**config.mk**
```make
export PLATFORM = sky130hd
export DESIGN_NAME = fnd_scan_decoder
export DESIGN_NICKNAME = d
export VERILOG_FILES = /design/src/rtl/fnd_scan_decoder.sv
export SDC_FILE = /design/constraint.sdc
export NUM_CORES = 1
export LEC_CHECK = 0
export ABC_AREA = 1
export CAP_MARGIN = 0
export CORE_ASPECT_RATIO = 2
export CORE_MARGIN = 5
export CORE_UTILIZATION = 55
export CTS_CLUSTER_DIAMETER = 60
export DETAILED_ROUTE_END_ITERATION = 6
export GPL_TIMING_DRIVEN = 0
export PLACE_DENSITY = 0.76
export SLEW_MARGIN = 20
export SYNTH_ARGS = -nofsm -noshare
export SYNTH_HDL_FRONTEND = slang
export SYNTH_SLANG_ARGS = --single-unit
```
**constraint.sdc**
```tcl
create_clock -name clk -period 5.2 [get_ports clk]
set_clock_uncertainty 0.2 [all_clocks]
set_input_delay 0.52 -clock clk [delete_from_list [all_inputs] [get_ports clk]]
set_output_delay 0.52 -clock clk [all_outputs]
set_load 0.03 [all_outputs]
```
**src/rtl/fnd_scan_decoder.sv**
```systemverilog
// fnd_scan_decoder: rebuilds a 4-digit value from active-low multiplexed FND
// scan lines and publishes binary/BCD/DP once per complete scan frame.
module fnd_scan_decoder #(
  parameter int STABLE_CYC  = 16,
  parameter int TIMEOUT_CYC = 2_000_000
) (
  input  logic        clk,
  input  logic        reset,
  input  logic [7:0]  seg,
  input  logic [3:0]  an,
  output logic [15:0] number,
  output logic [15:0] bcd,
  output logic [3:0]  dp,
  output logic        valid,
  output logic        frame_err,
  output logic        stale
);

  localparam int SCW = $clog2(STABLE_CYC);
  localparam int TCW = $clog2(TIMEOUT_CYC);
  localparam logic [SCW-1:0] STB_TOP = SCW'(STABLE_CYC - 1);
  localparam logic [TCW-1:0] TO_TOP  = TCW'(TIMEOUT_CYC - 1);

  typedef enum logic [1:0] {
    ST_COLLECT = 2'd0,
    ST_CONVERT = 2'd1,
    ST_PUBLISH = 2'd2
  } state_t;

  function automatic logic [3:0] seg_to_digit(input logic [6:0] s);
    logic [3:0] d;
    case (s)
      7'h40:   d = 4'd0;
      7'h79:   d = 4'd1;
      7'h24:   d = 4'd2;
      7'h30:   d = 4'd3;
      7'h19:   d = 4'd4;
      7'h12:   d = 4'd5;
      7'h02:   d = 4'd6;
      7'h78:   d = 4'd7;
      7'h00:   d = 4'd8;
      7'h10:   d = 4'd9;
      default: d = 4'hF;
    endcase
    return d;
  endfunction

  logic [11:0]      r_in;
  logic [SCW-1:0]   r_cnt;
  logic             r_done;
  state_t           r_state;
  logic [3:0]       r_mask;
  logic             r_err;
  logic [TCW-1:0]   r_to_cnt;
  logic [3:0][3:0]  r_dig;
  logic [3:0]       r_dpc;
  logic [15:0]      r_number;
  logic [15:0]      r_bcd;
  logic [3:0]       r_dp;
  logic             r_valid;
  logic             r_frame_err;
  logic             r_stale;

  logic             w_change;
  logic             w_top;
  logic             w_one_low;
  logic [1:0]       w_slot;
  logic [3:0]       w_digit;
  logic             w_cap;
  logic             w_timeout;
  logic [3:0]       w_mask_nxt;
  logic [15:0]      w_sum;

  assign w_change   = ({an, seg} != r_in);
  assign w_top      = (r_cnt == STB_TOP);
  assign w_digit    = seg_to_digit(r_in[6:0]);
  assign w_cap      = w_top && !r_done && w_one_low;
  assign w_timeout  = (r_mask != 4'd0) && (r_to_cnt == TO_TOP);
  assign w_mask_nxt = r_mask | ~r_in[11:8];
  assign w_sum      = ({12'd0, r_dig[3]} * 16'd1000) + ({12'd0, r_dig[2]} * 16'd100)
                    + ({12'd0, r_dig[1]} * 16'd10) + {12'd0, r_dig[0]};

  // Only a single lit common identifies a digit slot; blanking or ghosting does not.
  always_comb begin
    w_one_low = 1'b0;
    w_slot    = 2'd0;
    case (r_in[11:8])
      4'b1110: begin w_one_low = 1'b1; w_slot = 2'd0; end
      4'b1101: begin w_one_low = 1'b1; w_slot = 2'd1; end
      4'b1011: begin w_one_low = 1'b1; w_slot = 2'd2; end
      4'b0111: begin w_one_low = 1'b1; w_slot = 2'd3; end
      default: begin w_one_low = 1'b0; w_slot = 2'd0; end
    endcase
  end

  // r_done marks the stable window as consumed so it yields at most one capture.
  always_ff @(posedge clk or negedge reset) begin
    if (!reset) begin
      r_in   <= 12'hFFF;
      r_cnt  <= {SCW{1'b0}};
      r_done <= 1'b0;
    end else if (w_change) begin
      r_in   <= {an, seg};
      r_cnt  <= {SCW{1'b0}};
      r_done <= 1'b0;
    end else begin
      r_in   <= r_in;
      r_cnt  <= w_top ? r_cnt : (r_cnt + SCW'(1));
      r_done <= r_done | w_top;
    end
  end

  always_ff @(posedge clk or negedge reset) begin
    if (!reset) begin
      r_state     <= ST_COLLECT;
      r_mask      <= 4'd0;
      r_err       <= 1'b0;
      r_to_cnt    <= {TCW{1'b0}};
      r_dig       <= 16'd0;
      r_dpc       <= 4'd0;
      r_number    <= 16'd0;
      r_bcd       <= 16'd0;
      r_dp        <= 4'd0;
      r_valid     <= 1'b0;
      r_frame_err <= 1'b0;
      r_stale     <= 1'b0;
    end else begin
      r_valid <= 1'b0;
      r_stale <= 1'b0;
      case (r_state)
        ST_COLLECT: begin
          // Timeout takes priority over a coincident capture.
          if (w_timeout) begin
            r_stale  <= 1'b1;
            r_mask   <= 4'd0;
            r_err    <= 1'b0;
            r_to_cnt <= {TCW{1'b0}};
          end else if (w_cap) begin
            r_dig[w_slot] <= w_digit;
            r_dpc[w_slot] <= ~r_in[7];
            r_mask        <= w_mask_nxt;
            r_err         <= r_err | (w_digit == 4'hF);
            r_to_cnt      <= {TCW{1'b0}};
            if (w_mask_nxt == 4'b1111) begin
              r_state <= ST_CONVERT;
            end else begin
              r_state <= ST_COLLECT;
            end
          end else if (r_mask != 4'd0) begin
            r_to_cnt <= r_to_cnt + TCW'(1);
          end else begin
            r_to_cnt <= r_to_cnt;
          end
        end
        ST_CONVERT: begin
          r_valid     <= 1'b1;
          r_bcd       <= r_dig;
          r_dp        <= r_dpc;
          r_frame_err <= r_err;
          if (!r_err) begin
            r_number <= w_sum;
          end else begin
            r_number <= r_number;
          end
          r_state <= ST_PUBLISH;
        end
        ST_PUBLISH: begin
          r_mask   <= 4'd0;
          r_err    <= 1'b0;
          r_to_cnt <= {TCW{1'b0}};
          r_state  <= ST_COLLECT;
        end
        default: begin
          r_state <= ST_COLLECT;
        end
      endcase
    end
  end

  assign number    = r_number;
  assign bcd       = r_bcd;
  assign dp        = r_dp;
  assign valid     = r_valid;
  assign frame_err = r_frame_err;
  assign stale     = r_stale;

endmodule
```
==> results_dict.tcl <==
set metrics [dict create \
    status "finished clean" \
    synthToLayoutAreaGrowth_pct 15.3 \
    crit_path_start "r_dig[14]" \
    dieHeight_microns 167 \
    maxSlewHeadroom_pct 58.7 \
    routabilityCongestion 0.898 \
    synthSimpleGateAreaFrac_pct 26.6 \
    path_max_fanout 6 \
    yosysSeqAreaShare_pct 38.5 \
    ys_types 39 \
    drc 0 \
    synth_top_family_by_area "simple AND/OR/NAND/NOR gates" \
    cts.sinks 103 \
    synth.avg_cell_area_sq_um 7.73 \
    cts_buffer_depth 2 \
    grt_max_degree 56 \
    cts_setup_buffers 0 \
    antenna_found_initial 0 \
    synth_compound_area_share_pct 8.21 \
    rr_endpoint "number[14]" \
    cp_cell_sequence "fa_1 > inv_1 > fa_1 > ha_1 > nand2_1 > o21ai_0 > xor2_1 > ha_1 > ha_1 > ha_1 > nand2_1 > inv_1 > a21oi_1 > nand3_1 > nand2_1 > nand2_1 > nand3_1 > nand2_1" \
    maxCapViolCount 0 \
    clkTransAtPathRegs_ns 0.07 \
    yosysWarnings 0 \
    rows 57 \
    syn_area_sq_um 6740 \
    cp-start-kind "register" \
    max_stage_delay_ns 0.68 \
    coreArea_sq_um 12100 \
    grt_overflow 0 \
    die_width_microns 88.3 \
    drive_above_1_share_pct 5.43 \
    wl_per_cell_microns 15.0 \
    fin_nets 1019 \
    cts_root_buffer "clkbuf_16" \
    endpoint "number[14]" \
    synth-seq-cells 103 \
    r2r_setup_slack_ns 0.51 \
    postSynthCellCount 872 \
    endpoint_kind "register" \
    htree_levels 3 \
    cts_made_buffers 9 \
    crit_required_ns 5.24 \
    muxShareOfSynthArea_pct 0 \
    start_util_pct 55.6 \
    r2r_cells 18 \
    cts_tree "yes" \
    grt_pass1_vias 5953 \
    hp-class "reg2reg" \
    slowest_stage "fa_1" \
    vias 5791 \
    drt-total-wl_microns 16300 \
    rsz0062_at_grt "false" \
    fin_crit_ns 4.69 \
    diodes 0 \
    finalHoldViolCount 0 \
    critPathKind "reg2reg" \
    vias_per_cell 5.33 \
    io_pins 53 \
    tightest_slew_ns 0.619 \
    final_cells 1087 \
    power_density_nw_per_um2 201 \
    final-setup-viol-count 0 \
    final_cell_mix "nand2_1, inv_1, nor2_1, dfrtp_1, o21ai_0" \
    dp_cells 1071 \
    hold_ws_ns 0.277 \
    insertion_delay_ns 0.35 \
    critPathMostFrequentCell "nand2_1" \
    vdd_drop_max_mv 0.165 \
    maxSlewViolCount 0 \
    p_leak_nw 3.92 \
    max_freq_mhz 213 \
    synth-xor-area-share_pct 3.77 \
    first_pass_iters 5 \
    hpwl_microns 12900 \
    grt_pass1_wl_microns 27800 \
    numPortBuffers 51 \
    dieArea_sq_um 14700 \
    grt_use_total_pct 23.9 \
    post-route-period-util_pct 90.3 \
    yosys.area_share.adder_pct 14.7 \
    layout_commonest_cell "nand2_1" \
    cp.arrival_ns 4.73 \
    r2r-start "r_dig[14]" \
    route.antenna.remaining_nets 0 \
    syn_nets 955 \
    drt_iter0_drc 290 \
]
[layer usage]
layer	GRT usage, %	vias to the layer above	wire, microns
met3	2.77	55	445
met1	23.9	2722	5760
met2	46.1	129	9290
met4	11.3	0	785
met5	0	-	0
li1	-	2885	-
[worst max-delay path: cells and delay by family, from the launching register on]
family	cells	cell delay (ns)
XOR/XNOR	1	0.22
buffers and inverters	2	0.13
flip-flops	1	0.47
AND/OR/NAND/NOR	7	0.55
adder cells (fa/ha/maj)	6	2.48
AO/OA/AOI/OAI	2	0.53
[worst min-delay path by stage]
stage,from,to,slack [ns],cells after the start
after detailed placement,number[14],number[14],0.26,2
final,number[14],number[14],0.28,2
after floorplan,reset,bcd[0],0.02,0
after global placement,number[3],number[3],0.26,2
after CTS,number[14],number[14],0.28,2
after global routing,r_state[1],r_state[1],0.30,1
[synthesized netlist by cell type (all sizes together)]
master / n / area (sq um)
xor2: 18 / 158
a21o: 2 / 15.0
nor2: 98 / 410
nand3b: 2 / 15.0
dfstp: 12 / 315
clkbuf: 18 / 67.6
and2: 2 / 12.5
inv: 120 / 455
buf: 5 / 27.5
o21ai: 73 / 365
nand4: 17 / 106
o31ai: 1 / 7.51
xnor2: 11 / 96.3
nor3: 10 / 50.1
nand3: 50 / 268
or2: 2 / 12.5
ha: 52 / 651
a31o: 1 / 8.76
nor4: 2 / 12.5
o22a: 1 / 8.76
o21bai: 2 / 15.0
nand2: 239 / 907
a31oi: 1 / 6.26
a21oi: 22 / 110
a22oi: 1 / 7.51
dfrtp: 91 / 2280
o2111ai: 1 / 8.76
conb: 1 / 3.75
fa: 17 / 340
[kinds of logic (layout without fill, tap and decap cells)]
| kind of cell | count (synthesis) | count (layout) |
|---|---|---|
| flip-flops | 103 | 103 |
| adder cells (fa/ha/maj) | 69 | 69 |
| buffers and inverters | 143 | 211 |
| AO/OA/AOI/OAI | 105 | 105 |
| XOR/XNOR | 29 | 29 |
| AND/OR/NAND/NOR | 422 | 422 |
| other | 1 | 1 |
[layout make-up]
class	instances	area, sq um
multi-input combinational	626	3600
inverter	120	455
fill	1074	4360
tap	147	184
clock inverter	4	53.8
timing repair buffer	53	549
buffer	23	95.1
sequential	103	2590
clock buffer	11	243
[timing repair]
| action | in CTS | in global routing |
|---|---|---|
| hold endpoints to repair | 36 | 0 |
| hold buffers | 1 | 0 |
| resized for setup | 0 | 0 |
[flip-flops by register name (all words and copies together), names as in the netlist, 2 cells and up]
signal	flops
r_in	12
r_to_cnt	21
dp	4
r_dpc	4
bcd	16
r_mask	4
r_cnt	4
r_state	2
r_dig	16
number	15
[stage by stage]
step	utilization, %	TNS [ns]	cell area, sq um	setup slack [ns]	power, W
floorplan	-	0	6740	0.982	0.000857
global placement	61.3	-44.32	7430	-0.499	0.000891
detailed placement	61.5	0	7460	0.553	0.000894
CTS	64.1	0	7770	0.549	0.00158
global route	64.1	0	7770	0.128	0.00162
finish	64.1	0	7770	0.506	0.00156
[power breakdown]
group	switching [W]	internal (W)	total [W]
clock	0.000298	0.000386	0.000683
combinational	0.0000378	0.0000243	0.0000620
sequential	0.00000627	0.000810	0.000816
total	0.000342	0.00122	0.00156
(Power assumes the default switching activity.)
==> RTL change 1: new RTL, same settings <==
Register the inputs `seg` and `an` before use. The logic sees them one clock later.
--- a/src/rtl/fnd_scan_decoder.sv
+++ b/src/rtl/fnd_scan_decoder.sv
@@ -26,6 +26,14 @@
     ST_CONVERT = 2'd1,
     ST_PUBLISH = 2'd2
   } state_t;
+
+  logic [7:0] seg_q;
+  logic [3:0] an_q;
+
+  always_ff @(posedge clk) begin
+    seg_q <= seg;
+    an_q  <= an;
+  end
 
   function automatic logic [3:0] seg_to_digit(input logic [6:0] s);
     logic [3:0] d;
@@ -71,7 +79,7 @@
   logic [3:0]       w_mask_nxt;
   logic [15:0]      w_sum;
 
-  assign w_change   = ({an, seg} != r_in);
+  assign w_change   = ({an_q, seg_q} != r_in);
   assign w_top      = (r_cnt == STB_TOP);
   assign w_digit    = seg_to_digit(r_in[6:0]);
   assign w_cap      = w_top && !r_done && w_one_low;
@@ -100,7 +108,7 @@
       r_cnt  <= {SCW{1'b0}};
       r_done <= 1'b0;
     end else if (w_change) begin
-      r_in   <= {an, seg};
+      r_in   <= {an_q, seg_q};
       r_cnt  <= {SCW{1'b0}};
       r_done <= 1'b0;
     end else begin
Function: same outputs for any inputs over 10 cycles, from zero or initial values and one cycle with reset low; that may be too few to reach the edited logic, so the function may still have changed.
==> RTL change 1 against the original RTL <==
Via count grew 2.8%. Sequential cell count grew 12. Count of clock-buffer cells in the layout is 12 higher. Routed wire length grew 7.0%. Setup slack better by 0.073 ns. Area after synthesis rose by 4.7%. Design area rose by 8.7%. Power rose by 42%. Synthesized cell count unchanged. Critical endpoint is now number[13]. Largest power group is now clock.
==> RTL change 1: results (changes against the original RTL) <==
** Status
- The flow ran to the end, and the final reports show no timing, DRC or antenna violations.

** Route
- Total Routed Length :: 17.43 mm (+7.0%)
- First-pass iteration count of the detailed router :: 4 (-1)
- Average wire per cell in the routed design :: 15.74 µm (+5.1%)

** Power and ir drop
- P per Cell Area :: 263.3 nW/µm² (+31%)
- The total chip power was 2223 µW (+42%).
- The peak ir drop on the vdd network was 0.3951 mV (+140%).

** Hold path
- Cell count of the worst hold path :: 1 (-1)
- For hold timing, the worst endpoint is r_in[1].

** Global route
- The total global-route track usage is 23.79% (-0.081 points).
- Maximum number of pins on one net before global-route repair :: 70 (+25%)

** Place
- Routability congestion estimate from global placement :: 0.9778 (+8.9%)

** Layout
- Share of cell area taken by multi-input logic gates :: 43.07% (-3.2 points)
- Non-clock buffering overhead in the final layout :: 8.196% (-0.098 points)
- The final layout net count came to 1027 (+0.79%).
- The sequential cell count of the final layout is 115 (+12%).
- Inverters :: 116 (-3.3%)
- Clock buffer count :: 23 (+12)

** Setup path
- The signal arrival time at the worst endpoint is 4.78 ns (+0.05 ns).
- End of the worst register-to-register path :: number[13]
- Depth of the most critical reg-to-reg path :: 17 (-1)

** STA
- The worst hold slack is 0.1997 ns (-0.07755 ns).

** Yosys
- Compound-Gate Fraction of Synth Area :: 7.964% (-0.24 points)
- The count of distinct cell types in the synthesized netlist was 41 (+5.1%).
- The xor/xnor share of the synthesized area was 3.601% (-0.17 points).
- Adder-cell area share of the yosys netlist :: 14.05% (-0.66 points)
- Dominant cells by area after synthesis :: dfrtp_1, nand2_1, ha_1
- Average cell area after synthesis :: 8.090 µm² (+4.7%)

** Clocking
- The H-tree depth came to 4 (+1).
- The clock insertion delay at the later pin of the skew report is 0.41 ns (+0.06 ns).
## RTL change 1: cell types whose count changed after synthesis, moves of 4 or more
cell     before  now
nor2_4        5    0
dfxtp_1       0   12
o21ai_1       4   28
inv_1       116  110
xnor2_1      11    7
xor2_1       18   22
o21ai_0      69   51
nand3_1      48   61
nand2_1     237  200
## RTL change 1: layer usage
layer	up-vias	GRT usage (%)	routed length, µm
met5	-	0	0
met4	0	13.35	774
met3	49	3.494	448
met2	128	47.61	10290
met1	2838	22.26	5913
li1	2941	-	-
## RTL change 1: worst max path at each step
stage / cells past startpoint / slack [ns] / end
6_report: 17 / 0.58 / number[13]
5_1_grt: 17 / 0.27 / number[13]
4_1_cts: 17 / 0.56 / number[13]
3_5_place_dp: 17 / 0.58 / number[13]
3_3_place_gp: 1 / -0.48 / r_to_cnt[12]
2_1_floorplan: 17 / 1.02 / number[13]
==> RTL change 2: new RTL, same flow settings <==
Made on the original files. Change the parameter `STABLE_CYC` from 16 to 32.
--- a/src/rtl/fnd_scan_decoder.sv
+++ b/src/rtl/fnd_scan_decoder.sv
@@ -1,7 +1,7 @@
 // fnd_scan_decoder: rebuilds a 4-digit value from active-low multiplexed FND
 // scan lines and publishes binary/BCD/DP once per complete scan frame.
 module fnd_scan_decoder #(
-  parameter int STABLE_CYC  = 16,
+  parameter int STABLE_CYC  = 32,
   parameter int TIMEOUT_CYC = 2_000_000
 ) (
   input  logic        clk,
Function: same outputs for any inputs over 10 cycles, from zero or initial values and one cycle with reset low; that may be too few to reach the edited logic, so the function may still have changed.
==> RTL change 2 against the original RTL <==
Final cell count fell by 0.83%. Setup slack got worse by 0.086 ns. Sequential cell count rose by 1. Clock power rose by 20%. Routed wire length fell by 0.21%. Design area rose by 1.5%. Critical path depth rose by 1. Area after synthesis rose by 0.76%. Power rose by 9.3%. Largest cell class unchanged. Largest power group unchanged.
==> RTL change 2: results (changes against the original RTL) <==
** Yosys
- Top cells by count, synth :: nand2_1, inv_1, dfrtp_1
- Sequential cell area fraction in the yosys report :: 38.55% (+0.078 points)
- Among all flip-flop cells after synthesis, the most frequent one is dfrtp_1.
- Post-Synthesis Cells :: 862 (-1.1%)
- Dominant cells by area after synthesis :: dfrtp_1, nand2_1, ha_1
- The count of distinct cell types in the synthesized netlist was 37 (-5.1%).
- Net Count, Synth :: 947 (-0.84%)
- The warning count from the yosys run is 0 (unchanged).

** Global route
- Maximum number of pins on one net before global-route repair :: 63 (+13%)
- The global-route wire length before repair was 27.99 mm (+0.82%).
- Number of global-route vias before repair :: 6044 (+1.5%)
- The total global-route track usage came to 24.14% (+0.27 points).

** Status
- Outcome :: complete, no violations

** Power and ir drop
- The leakage dissipation came to 0.003977 µW (+1.3%).
- Maximum vdd drop :: 0.1646 mV (-0.42%)
- Fraction of power spent switching nets :: 20.15% (-1.7 points)

** Clocking
- Setup Buffers After CTS :: 0 (unchanged)
- Worst-skew pair later-pin latency :: 0.34 ns
- The post-CTS resize count came to 0 (unchanged).
- Largest buffer count on any clock path :: 2 (unchanged)
- Hold_buf cts :: 1 (unchanged)

** Layout
- The number of flip-flops under the largest register name is 21 (unchanged).
- NumNets Final :: 1011 (-0.79%)
- Fillers :: 1076 (+0.19%)
- Fraction of final layout cells sized beyond drive strength 1 :: 5.908% (+0.48 points)
- Finished Core Util :: 65.04% (+0.96 points)
- Number of diodes :: 0 (unchanged)

** Setup path
- In this run the critical register-to-register path is launched from r_dig[14].
- In this run the critical register-to-register path is captured at number[13].
- On the critical path, the stage with the largest delay is an instance of fa_1.
- CP Data Arrival Time :: 4.82 ns (+0.09 ns)
- The delay of the slowest cell on the worst path is 0.61 ns (-0.07 ns).
- Worst-case register-to-register setup slack :: 0.42 ns (-0.09 ns)
- The path depth of the worst reg2reg path came to 19 (+1).

** Hold path
- The worst hold path belongs to the class reg -> reg.
- For hold timing, the worst endpoint is number[2].
- The startpoint identified for the worst hold timing path is number[2].

** Place
- The count of buffers from port buffering is 51 (unchanged).
- Instance area at placement :: 7513 µm² (+0.69%)
- Cell Count Post-Placement :: 1061 (-0.93%)
- The worst setup timing slack at the placement stage came to 0.4078 ns (-0.1455 ns).
- The global placer's final weighted congestion came to 0.9650 (+7.4%).
- The HPWL reported at the end of detailed placement was 13.17 mm (+1.9%).

** Route
- Total Routed Length :: 16.25 mm (-0.21%)
- The number of DRC markers after the initial detailed-route iteration is 233 (-20%).
- The number of search-and-repair iterations in the first detailed-routing pass is 4 (-1).
- Routed via count :: 5687 (-1.8%)
- The average wire length per cell after detail routing was 15.08 µm (+0.62%).

** STA
- The worst hold slack is 0.2774 ns (+0.0001480 ns).
- The worst slew margin relative to its limit is 54.97% (-3.8 points).
RTL change 2: cell types whose count changed in the layout (fill, tap and decap cells not counted), sizes merged, moves of 4 or more:
cell / before / now
a21oi: 22 / 17
nand2: 239 / 228
nor2: 98 / 89
nor3: 10 / 14
o21ai: 73 / 67
RTL change 2: cell type report:
type	count	share of cell area, %
multi-input cells	609	45.30
plain buffers	26	1.761
flip-flops and latches	104	33.20
clock inverters	5	1.634
clock buffers	11	2.951
inverters	123	5.855
repair buffers	53	6.966
well taps	147	2.333
RTL change 2: metal layers:
layer / GRT usage, % / vias to the layer above / wire length (µm) / share of wire [%]
met1: 23.32 / 2677 / 5441 / 33
met5: 0 / - / 0 / 0
li1: - / 2849 / - / -
met3: 2.409 / 57 / 359 / 2.2
met4: 12.17 / 0 / 870 / 5.4
met2: 47.47 / 104 / 9583 / 59
RTL change 2: worst max-delay path: cells and delay by family (launching register included):
family / cells / cell delay (ns)
AO/OA/AOI/OAI: 3 / 0.70
XOR/XNOR: 1 / 0.21
buffers and inverters: 4 / 0.29
adder cells (fa/ha/maj): 6 / 2.40
flip-flops: 1 / 0.48
AND/OR/NAND/NOR: 5 / 0.40
RTL change 2: cells by family (layout without fill, tap and decap cells):
| group | after synthesis | count (layout) | share of synthesized area, % |
|---|---|---|---|
| flops | 104 | 104 | 38.55 |
| fa+ha+maj | 71 | 71 | 14.96 |
| simple gates | 407 | 407 | 25.70 |
| compound gates | 96 | 96 | 7.499 |
| xor+xnor | 34 | 34 | 4.386 |
| buf+inv | 149 | 218 | 8.844 |
| other cells | 1 | 1 | 0.05523 |
RTL change 2: power groups by stage:
stage	Combinational (µW)	Clock, µW	Sequential [µW]
finish	62.6	821	824
detailed placement	63.5	0	839
global route	71.9	864	825
floorplan	26.1	0	838
CTS	64.6	834	824
global placement	60.1	0	839
